<file path="config.mk">
export PLATFORM = sky130hd
export DESIGN_NAME = alu_issue_ctrl_flat
export DESIGN_NICKNAME = d
export VERILOG_FILES = /design/src/rtl/alu_issue_ctrl_pkg.sv /design/src/rtl/alu_issue_ctrl_if.sv /design/src/rtl/alu.sv /design/src/rtl/alu_issue_ctrl_alu_ctl_decode.sv /design/src/rtl/alu_issue_ctrl.sv /design/src/flat_wrapper.sv
export SDC_FILE = /design/constraint.sdc
export NUM_CORES = 1
export LEC_CHECK = 0
export CAP_MARGIN = 5
export CORE_MARGIN = 2
export CORE_UTILIZATION = 53
export DETAILED_ROUTE_END_ITERATION = 8
export GPL_TIMING_DRIVEN = 0
export PLACE_DENSITY = 0.72
export SYNTH_ARGS = -nofsm -noshare
export SYNTH_HDL_FRONTEND = slang
export SYNTH_SLANG_ARGS = --single-unit
export TNS_END_PERCENT = 20
</file>
<file path="constraint.sdc">
create_clock -name clk -period 14.5 [get_ports clk]
set_input_delay 2.9 -clock clk [delete_from_list [all_inputs] [get_ports clk]]
set_output_delay 2.9 -clock clk [all_outputs]
set_load 0.02 [all_outputs]
</file>
<file path="src/rtl/alu_issue_ctrl_pkg.sv">
// alu_issue_ctrl_pkg: shared widths, ALU ctl codes, ALUOp and funct3 encodings
package alu_issue_ctrl_pkg;
  localparam int DEF_WORDSIZE = 32;
  localparam logic [3:0] CTL_AND = 4'b0000;
  localparam logic [3:0] CTL_OR  = 4'b0001;
  localparam logic [3:0] CTL_ADD = 4'b0010;
  localparam logic [3:0] CTL_SUB = 4'b0110;
  typedef enum logic [1:0] {
    ALUOP_MEM = 2'b00,
    ALUOP_BR  = 2'b01,
    ALUOP_R   = 2'b10,
    ALUOP_RSV = 2'b11
  } aluop_e;
  localparam logic [2:0] F3_ADDSUB = 3'b000;
  localparam logic [2:0] F3_OR     = 3'b110;
  localparam logic [2:0] F3_AND    = 3'b111;
endpackage

</file>
<file path="src/rtl/alu_issue_ctrl_if.sv">
// alu_issue_ctrl_if: request/response handshake bundle between sequencer (master) and issue ctrl (slave)
// req_*: operands + opcode fields with valid/ready; rsp_*: result/zero/illegal with valid/ready; busy: activity flag
interface alu_issue_ctrl_if #(parameter int WORDSIZE = alu_issue_ctrl_pkg::DEF_WORDSIZE);
  logic                req_valid;
  logic                req_ready;
  logic [WORDSIZE-1:0] req_a;
  logic [WORDSIZE-1:0] req_b;
  logic [1:0]          req_aluop;
  logic [2:0]          req_funct3;
  logic                req_funct7b5;
  logic                rsp_valid;
  logic                rsp_ready;
  logic [WORDSIZE-1:0] rsp_result;
  logic                rsp_zero;
  logic                rsp_illegal;
  logic                busy;
  modport master (
    output req_valid, req_a, req_b, req_aluop, req_funct3, req_funct7b5, rsp_ready,
    input  req_ready, rsp_valid, rsp_result, rsp_zero, rsp_illegal, busy
  );
  modport slave (
    input  req_valid, req_a, req_b, req_aluop, req_funct3, req_funct7b5, rsp_ready,
    output req_ready, rsp_valid, rsp_result, rsp_zero, rsp_illegal, busy
  );
endinterface

</file>
<file path="src/rtl/alu.sv">
// alu: combinational AND/OR/ADD/SUB selected by ctl, with zero flag
// in1/in2: operands; ctl: 4-bit op code; result: wrapped result; zero: result==0
module alu
  import alu_issue_ctrl_pkg::*;
#(
  parameter int WORDSIZE = DEF_WORDSIZE
) (
  input  logic [WORDSIZE-1:0] in1,
  input  logic [WORDSIZE-1:0] in2,
  input  logic [3:0]          ctl,
  output logic [WORDSIZE-1:0] result,
  output logic                zero
);
  always_comb begin
    result = ctl == CTL_AND ? in1 & in2 :
             ctl == CTL_OR  ? in1 | in2 :
             ctl == CTL_ADD ? in1 + in2 :
             ctl == CTL_SUB ? in1 - in2 : '0;
    zero   = result == '0;
  end
endmodule

</file>
<file path="src/rtl/alu_issue_ctrl_alu_ctl_decode.sv">
// alu_ctl_decode: maps ALUOp/funct3/funct7[5] to ALU ctl code and illegal flag
// aluop_i/funct3_i/funct7b5_i: instruction fields; ctl_o: ALU ctl; illegal_o: no legal mapping
module alu_ctl_decode
  import alu_issue_ctrl_pkg::*;
(
  input  logic [1:0] aluop_i,
  input  logic [2:0] funct3_i,
  input  logic       funct7b5_i,
  output logic [3:0] ctl_o,
  output logic       illegal_o
);
  logic r_ok;
  always_comb begin
    r_ok      = funct3_i == F3_ADDSUB || funct3_i == F3_AND || funct3_i == F3_OR;
    illegal_o = aluop_i == ALUOP_RSV || (aluop_i == ALUOP_R && !r_ok);
    ctl_o     = illegal_o               ? CTL_ADD :
                aluop_i == ALUOP_MEM    ? CTL_ADD :
                aluop_i == ALUOP_BR     ? CTL_SUB :
                funct3_i == F3_AND      ? CTL_AND :
                funct3_i == F3_OR       ? CTL_OR  :
                funct7b5_i              ? CTL_SUB : CTL_ADD;
  end
endmodule

</file>
<file path="src/rtl/alu_issue_ctrl.sv">
// alu_issue_ctrl: request FIFO + ctl decode + shared alu + registered valid/ready response
// clk: rising-edge clock; rst_n: synchronous active-low reset; bus: slave side of alu_issue_ctrl_if
module alu_issue_ctrl
  import alu_issue_ctrl_pkg::*;
#(
  parameter int WORDSIZE   = DEF_WORDSIZE,
  parameter int FIFO_DEPTH = 4
) (
  input logic            clk,
  input logic            rst_n,
  alu_issue_ctrl_if.slave bus
);
  localparam int PW = $clog2(FIFO_DEPTH);
  logic [WORDSIZE-1:0] a_q  [FIFO_DEPTH];
  logic [WORDSIZE-1:0] b_q  [FIFO_DEPTH];
  logic [1:0]          op_q [FIFO_DEPTH];
  logic [2:0]          f3_q [FIFO_DEPTH];
  logic                b5_q [FIFO_DEPTH];
  logic [PW-1:0]       wr_ptr_q, wr_ptr_d, rd_ptr_q, rd_ptr_d;
  logic [PW:0]         count_q, count_d;
  logic                rsp_valid_q, rsp_valid_d, rsp_zero_q, rsp_zero_d, rsp_illegal_q, rsp_illegal_d;
  logic [WORDSIZE-1:0] rsp_result_q, rsp_result_d, alu_res;
  logic                req_ready, head, push, pop, ill, alu_zero;
  logic [3:0]          ctl;
  alu_ctl_decode u_dec (
    .aluop_i    (op_q[rd_ptr_q]),
    .funct3_i   (f3_q[rd_ptr_q]),
    .funct7b5_i (b5_q[rd_ptr_q]),
    .ctl_o      (ctl),
    .illegal_o  (ill)
  );
  alu #(.WORDSIZE(WORDSIZE)) u_alu (
    .in1    (a_q[rd_ptr_q]),
    .in2    (b_q[rd_ptr_q]),
    .ctl    (ctl),
    .result (alu_res),
    .zero   (alu_zero)
  );
  // ready comes from the registered count only, so a full FIFO never admits a push even while popping
  always_comb begin
    req_ready     = count_q != (PW+1)'(FIFO_DEPTH);
    head          = count_q != '0;
    push          = bus.req_valid && req_ready;
    pop           = head && (!rsp_valid_q || bus.rsp_ready);
    wr_ptr_d      = push ? wr_ptr_q + 1'b1 : wr_ptr_q;
    rd_ptr_d      = pop ? rd_ptr_q + 1'b1 : rd_ptr_q;
    count_d       = count_q + (PW+1)'(push) - (PW+1)'(pop);
    rsp_valid_d   = pop || (rsp_valid_q && !bus.rsp_ready);
    rsp_result_d  = pop ? (ill ? '0 : alu_res) : rsp_result_q;
    rsp_zero_d    = pop ? (ill || alu_zero) : rsp_zero_q;
    rsp_illegal_d = pop ? ill : rsp_illegal_q;
  end
  always_ff @(posedge clk) begin
    if (push) begin
      a_q[wr_ptr_q]  <= bus.req_a;
      b_q[wr_ptr_q]  <= bus.req_b;
      op_q[wr_ptr_q] <= bus.req_aluop;
      f3_q[wr_ptr_q] <= bus.req_funct3;
      b5_q[wr_ptr_q] <= bus.req_funct7b5;
    end
  end
  always_ff @(posedge clk) begin
    if (!rst_n) begin
      wr_ptr_q      <= '0;
      rd_ptr_q      <= '0;
      count_q       <= '0;
      rsp_valid_q   <= 1'b0;
      rsp_result_q  <= '0;
      rsp_zero_q    <= 1'b0;
      rsp_illegal_q <= 1'b0;
    end else begin
      wr_ptr_q      <= wr_ptr_d;
      rd_ptr_q      <= rd_ptr_d;
      count_q       <= count_d;
      rsp_valid_q   <= rsp_valid_d;
      rsp_result_q  <= rsp_result_d;
      rsp_zero_q    <= rsp_zero_d;
      rsp_illegal_q <= rsp_illegal_d;
    end
  end
  assign bus.req_ready   = req_ready;
  assign bus.rsp_valid   = rsp_valid_q;
  assign bus.rsp_result  = rsp_result_q;
  assign bus.rsp_zero    = rsp_zero_q;
  assign bus.rsp_illegal = rsp_illegal_q;
  assign bus.busy        = head || rsp_valid_q;
endmodule

</file>
<file path="src/flat_wrapper.sv">
// flat-port wrapper written by rule: the top's interface ports become plain ports
module alu_issue_ctrl_flat import alu_issue_ctrl_pkg::*;
#(
  parameter int WORDSIZE   = DEF_WORDSIZE,
  parameter int FIFO_DEPTH = 4
)
  (clk, rst_n, bus_req_valid, bus_req_a, bus_req_b, bus_req_aluop, bus_req_funct3, bus_req_funct7b5, bus_rsp_ready, bus_req_ready, bus_rsp_valid, bus_rsp_result, bus_rsp_zero, bus_rsp_illegal, bus_busy);
  alu_issue_ctrl_if #(.WORDSIZE(WORDSIZE)) bus_i ();
  input logic clk;
  input logic rst_n;
  input wire logic [$bits(bus_i.req_valid)-1:0] bus_req_valid;
  input wire logic [$bits(bus_i.req_a)-1:0] bus_req_a;
  input wire logic [$bits(bus_i.req_b)-1:0] bus_req_b;
  input wire logic [$bits(bus_i.req_aluop)-1:0] bus_req_aluop;
  input wire logic [$bits(bus_i.req_funct3)-1:0] bus_req_funct3;
  input wire logic [$bits(bus_i.req_funct7b5)-1:0] bus_req_funct7b5;
  input wire logic [$bits(bus_i.rsp_ready)-1:0] bus_rsp_ready;
  output wire logic [$bits(bus_i.req_ready)-1:0] bus_req_ready;
  output wire logic [$bits(bus_i.rsp_valid)-1:0] bus_rsp_valid;
  output wire logic [$bits(bus_i.rsp_result)-1:0] bus_rsp_result;
  output wire logic [$bits(bus_i.rsp_zero)-1:0] bus_rsp_zero;
  output wire logic [$bits(bus_i.rsp_illegal)-1:0] bus_rsp_illegal;
  output wire logic [$bits(bus_i.busy)-1:0] bus_busy;
  assign bus_i.req_valid = bus_req_valid;
  assign bus_i.req_a = bus_req_a;
  assign bus_i.req_b = bus_req_b;
  assign bus_i.req_aluop = bus_req_aluop;
  assign bus_i.req_funct3 = bus_req_funct3;
  assign bus_i.req_funct7b5 = bus_req_funct7b5;
  assign bus_i.rsp_ready = bus_rsp_ready;
  assign bus_req_ready = bus_i.req_ready;
  assign bus_rsp_valid = bus_i.rsp_valid;
  assign bus_rsp_result = bus_i.rsp_result;
  assign bus_rsp_zero = bus_i.rsp_zero;
  assign bus_rsp_illegal = bus_i.rsp_illegal;
  assign bus_busy = bus_i.busy;
  alu_issue_ctrl #(.WORDSIZE(WORDSIZE), .FIFO_DEPTH(FIFO_DEPTH)) u_core (.clk(clk), .rst_n(rst_n), .bus(bus_i));
endmodule
</file>
Word level (Yosys, flattened, before mapping). Memory sizes are Yosys's and may differ from the RTL's. A register that Yosys moved wholly into a read port is not among the register bits. Index checks and enable logic that the tools add are counted.

Bits in registers: 42. Bits in writable memories: 280. Bits of input ports: 74. Output and inout bits: 37. Word-level logic and storage cells: 71. Memories: 5.

Memory list: u_core.a_q (words 4, bits a word 32, rd ports 1, clocked after memory_dff 1, write ports 1, RTL line alu_issue_ctrl.sv:14) `logic [WORDSIZE-1:0] a_q [FIFO_DEPTH];`; u_core.b_q (words 4, bits a word 32, rd ports 1, clocked after memory_dff 1, write ports 1, RTL line alu_issue_ctrl.sv:15) `logic [WORDSIZE-1:0] b_q [FIFO_DEPTH];`; u_core.f3_q (words 4, bits a word 3, rd ports 1, clocked after memory_dff 1, write ports 1, RTL line alu_issue_ctrl.sv:17) `logic [2:0] f3_q [FIFO_DEPTH];`; u_core.op_q (words 4, bits a word 2, rd ports 1, clocked after memory_dff 1, write ports 1, RTL line alu_issue_ctrl.sv:16) `logic [1:0] op_q [FIFO_DEPTH];`; u_core.b5_q (words 4, bits a word 1, rd ports 1, clocked after memory_dff 1, write ports 1, RTL line alu_issue_ctrl.sv:18) `logic b5_q [FIFO_DEPTH];`.

$add $sub $neg: 6. Eq/ne operators: 9. Multiplexer cells: 23. Bitwise logic cells: 2. Reduce and logical (&&, ||, !) cells: 19.

Operator list (count): $mux 32 (5); $add 32x32->32 (1); $and 32x32->32 (1); $logic_not 32->1 (1); $or 32x32->32 (1); $sub 32x32->32 (1); $mux 2 (10); $mux 3 (6); $logic_or 1x1->1 (7); $eq 3x3->1 const B (2); $add 2x1->2 const B (2); $eq 2x2->1 const B (2); $eq 4x1->1 const B (1); $eq 4x2->1 const B (1); $eq 4x3->1 const B (1); $logic_and 1x1->1 (4); $logic_not 4->1 (1); $add 3x1->3 (1); $logic_not 1->1 (3); $logic_not 3->1 (1); $ne 3x3->1 const B (1); $reduce_bool 3->1 (1); $sub 3x1->3 (1); $eq 2x1->1 const B (1); 2 further kinds (3).

Depth between registers and ports, before layout.
Depth in word-level cells: 14. Gate-level depth with buffers: 19. Gate-level depth less buffers: 16.

Cells and area by module. Synthesis repeated with hierarchy kept, for this count alone.

Cells, all modules: 1372. Area, all modules: 17209.0 µm².

Modules (own cells, without submodules): alu_issue_ctrl (times used 1, cells each 572, area an instance 12087.8 µm², sequential area each 9288.9 µm²); alu (times used 1, cells each 789, area an instance 5053.6 µm², sequential area each 0.0 µm²); alu_ctl_decode (times used 1, cells each 11, area an instance 67.6 µm², sequential area each 0.0 µm²).

Worst setup path after synthesis. OpenSTA, ideal clock, no wires.

Kind: reg-to-reg. From: register (tool-made name). To: register u_core.rsp_zero_q, in the netlist u_core.bus.rsp_zero. Library setup time: 0.058 ns. Arrival: 5.157 ns. Data required time: 14.442 ns. Path slack: 9.284 ns. Cell stages (with the launch flop): 20. Buffers on the path: 4. Clock period less this slack: 5.216 ns. Cell sequence: dfxtp_1 -> buf_6 -> clkbuf_1 -> buf_1 -> mux4_2 -> inv_1 -> ha_1 -> buf_2 -> or2_2 -> or3_1 -> nor4_1 -> a211oi_1 -> o21ai_1 -> a41oi_2 -> o31ai_1 -> o41ai_1 -> a211oi_1 -> or4b_1 -> nor3_1 -> o211a_1.

RTL lines: to (signal assigned) (RTL line alu_issue_ctrl.sv:77) `rsp_zero_q <= rsp_zero_d;`; to (decl) (RTL line alu_issue_ctrl.sv:21) `logic rsp_valid_q, rsp_valid_d, rsp_zero_q, rsp_zero_d, rsp_illegal_q, rsp_illegal_d;`.

==> results.sh <==
export IMPL_status="finished, final reports clean"
export IMPL_final_cells=1895
export IMPL_async_flop_share_pct=0
export IMPL_cp_buffers_inverters=5
export IMPL_cts_tree="yes"
export IMPL_cpPeakStageDelay_ns=0.91
export IMPL_nets=1647
export IMPL_finalWorstSetupSlack_ns=7.19
export IMPL_fin_crit_sh_pct=50.4
export IMPL_synth_top_family_by_area="compound AO/OA/AOI/OAI gates"
export IMPL_io_buffer_count=110
export IMPL_reg2reg_depth=19
export IMPL_worst_pin_slew_ns=1.22
export IMPL_clock_tree_root_cell="clkbuf_16"
export IMPL_synth_edf_count=280
export IMPL_yosysTopAreaCellShare_pct=49.9
export IMPL_critPathCaptureType="register"
export IMPL_postCtsResizedCells=0
export IMPL_required_ns=14.96
export IMPL_antenna_left=0
export IMPL_cts_hold_buf=0
export IMPL_min_path_cells=2
export IMPL_die_w_um=182
export IMPL_grt_pass1_wl_mm=67.2
export IMPL_netlist_top_cells_area="edfxtp_1 50%, mux4_2 9.1%, ha_1 7.5%"
export IMPL_post_cts_buffers=0
export IMPL_max_slew_margin_rel_pct=18.5
export IMPL_hpwlAfterDp_mm=32.0
export IMPL_grt_pass1_vias=11189
export IMPL_synth_nets=1497
export IMPL_antenna_found_initial=0
export IMPL_place_worst_setup_slack_ns=7.25
export IMPL_wire_per_inst_um=23.0
export IMPL_cp_num_cells=19
export IMPL_synth_area_mm2=0.0168
export IMPL_synth_xor_area_share_pct=1.09
export IMPL_hold_path_startpoint="u_core.bus.rsp_result[31]"
export IMPL_worstPathMaxFanout=10
export IMPL_syn_to_final_growth_pct=16.8
export IMPL_fmax_mhz=137
export IMPL_drive_gt1_share_pct=10.2
export IMPL_design_die_area_mm2=0.0332
export IMPL_synthMuxAreaShare_pct=9.95
export IMPL_firstDrtPassIters=6
export IMPL_postLayoutCoreUtil_pct=62.7
export IMPL_critPathTopFamily="compound AO/OA/AOI/OAI gates"
export IMPL_antenna_cells=0
export IMPL_crit_path_frequent_cell="a211oi_1"
export IMPL_hold_path_class="reg2reg"
export IMPL_chipHeight_um=182
export IMPL_maxCapViolCount=0
export IMPL_wl_mm=43.6
export IMPL_grt_ovfl_total=0
export IMPL_n_fill_cell=2436
export IMPL_yosysSeqAreaShare_pct=55.1
export IMPL_clk_pin_slew_ns=0.06
export IMPL_hold_violations=0
export IMPL_synth_compound_area_share_pct=13.5
export IMPL_slew_viol_final=0
export IMPL_cts_htree_levels=2
export IMPL_synth_ff_type="edfxtp_1"
export IMPL_place_gp_congestion=0.992
export IMPL_cp_arrival_ns=7.78
export IMPL_synth_seq_cells=324
export IMPL_cts_sinks=324
export IMPL_grt_max_degree=42
export IMPL_ys_types=73
export IMPL_critPathKind="reg2reg"
export IMPL_dpl_cell_count=1835
export IMPL_start_util_pct=53.7
export IMPL_syn_area_per_cell_um2=12.8
export IMPL_crit_chain="buf_6, clkbuf_1, buf_1, mux4_2, inv_1, ha_1, buf_2, or2_2, or3_1, nor4_1, a211oi_1, o21ai_1, a41oi_2, o31ai_1, o41ai_1, a211oi_1, or4b_1, nor3_1, o211a_1"
export IMPL_coreArea_mm2=0.0314
export IMPL_setup_viol=0
export IMPL_synth_adder_area_share_pct=7.86
export IMPL_fin_tns_setup_ns=0
export IMPL_drtIter0Drc=1155
export IMPL_num_rows=65
export IMPL_drc=0
export IMPL_grt_setup_unrepaired="false"
export IMPL_crit_path_top_delay_cell="clkbuf_1"
export IMPL_io_pin_count=111
export IMPL_synth_top_area_cell="edfxtp_1"
export IMPL_ys_warn_count=0
export IMPL_cts_buffers=34
export IMPL_syn_inst=1319
export IMPL_gr_usage_all_layers_pct=26.6
export IMPL_clock_latency_ns=0.52
export IMPL_vias=11558
export IMPL_worstSetupStartpointType="register"
export IMPL_final_min_clock_period_ns=7.31
export IMPL_yosys_area_share_simple_pct=8.38
export IMPL_clk_path_buf_depth=3
export IMPL_post_drt_via_cell_ratio=6.10
export IMPL_skew_ns=0.0187
## state kept, by name (all words and copies together) (netlist names), named ones only
signal	cells
u_core.a_q	128
u_core.b_q	128
u_core.bus.rsp_result	32
u_core.f3_q	12
u_core.op_q	8
u_core.b5_q	4
u_core.count_q	3
u_core.rd_ptr_q	2
u_core.wr_ptr_q	2
u_core.bus.rsp_illegal	1
u_core.bus.rsp_valid	1
u_core.bus.rsp_zero	1
## metrics by stage
stage,hold WS [ns],area (um^2)
6_report,0.470,19700
5_1_grt,0.521,19700
4_1_cts,0.474,19700
3_5_place_dp,0.466,18600
3_3_place_gp,0.454,18500
2_1_floorplan,0.539,16800
## cells in the mapped netlist (all sizes together) (21+ instances only)
master    n
a22oi    21
mux4     70
edfxtp  280
clkbuf   53
a211oi   22
dfxtp    44
nor2     66
a21oi    78
ha      101
buf      22
inv      97
nor2b    32
o21ai    64
and2     23
nand2    81
## logic make-up after synthesis
logic type,after synthesis
multiplexers,79
XOR/XNOR,21
flip-flops,324
buffers and inverters,172
AO/OA/AOI/OAI,336
adder cells (fa/ha/maj),104
AND/OR/NAND/NOR,283
## layout make-up
type	instances	area (um^2)	share of cell area (%)
clock inverters	16	156	0.795
multi-input cells	823	6890	35.0
well taps	402	503	2.56
clock buffers	44	941	4.78
flip-flops and latches	324	9290	47.2
inverters	97	364	1.85
plain buffers	75	323	1.64
repair buffers	114	1200	6.12
## metal layers
| metal | routed length, um | share of wire [%] | global-route usage (%) |
|---|---|---|---|
| met1 | 19600 | 45 | 39.8 |
| met2 | 19600 | 45 | 40.3 |
| met3 | 3140 | 7.2 | 4.49 |
| met4 | 1280 | 2.9 | 7.84 |
| met5 | 0 | 0 | 0 |
## path summary, 6_finish.rpt
| kind | endpoint | slack (ns) |
|---|---|---|
| worst max-delay path | u_core.bus.rsp_zero | 7.19 |
| worst min-delay path | u_core.bus.rsp_result[31] | 0.47 |
| worst max register to register | u_core.bus.rsp_zero | 7.19 |
| worst min register to register | u_core.bus.rsp_result[31] | 0.47 |
## worst reg2reg max path, cell delays in order, from the launching register on
cell and delay (ns):
dfxtp_1 0.32, buf_6 0.15, clkbuf_1 0.91, buf_1 0.75, mux4_2 0.74, inv_1 0.11, ha_1 0.22, buf_2 0.17
or2_2 0.30, or3_1 0.33, nor4_1 0.19, a211oi_1 0.19, o21ai_1 0.38, a41oi_2 0.30, o31ai_1 0.61, o41ai_1 0.12
a211oi_1 0.55, or4b_1 0.50, nor3_1 0.26, o211a_1 0.17
## cell usage in the layout, fill, tap and decap left out, drive strengths merged, types with 8 or more instances in the layout
cell type        n
a221o            8
and2            23
xnor2           19
o311ai           8
nand3           13
a31oi            8
clkdlybuf4s50  110
nand2           81
a21oi           78
o22ai            8
o211ai          17
clkinv          11
nor2            66
a211oi          22
edfxtp         280
a22oi           21
o21ai           64
nor2b           32
buf             26
nand4            9
mux4            70
ha             101
nor4             8
clkbuf          97
a221oi          12
o21bai          15
and3            10
inv             99
nor3            12
o31ai            8
dfxtp           44
a21o            13
Power is not shown: default switching activity piles up to over one toggle a cycle in this logic, so the estimate is an artifact.
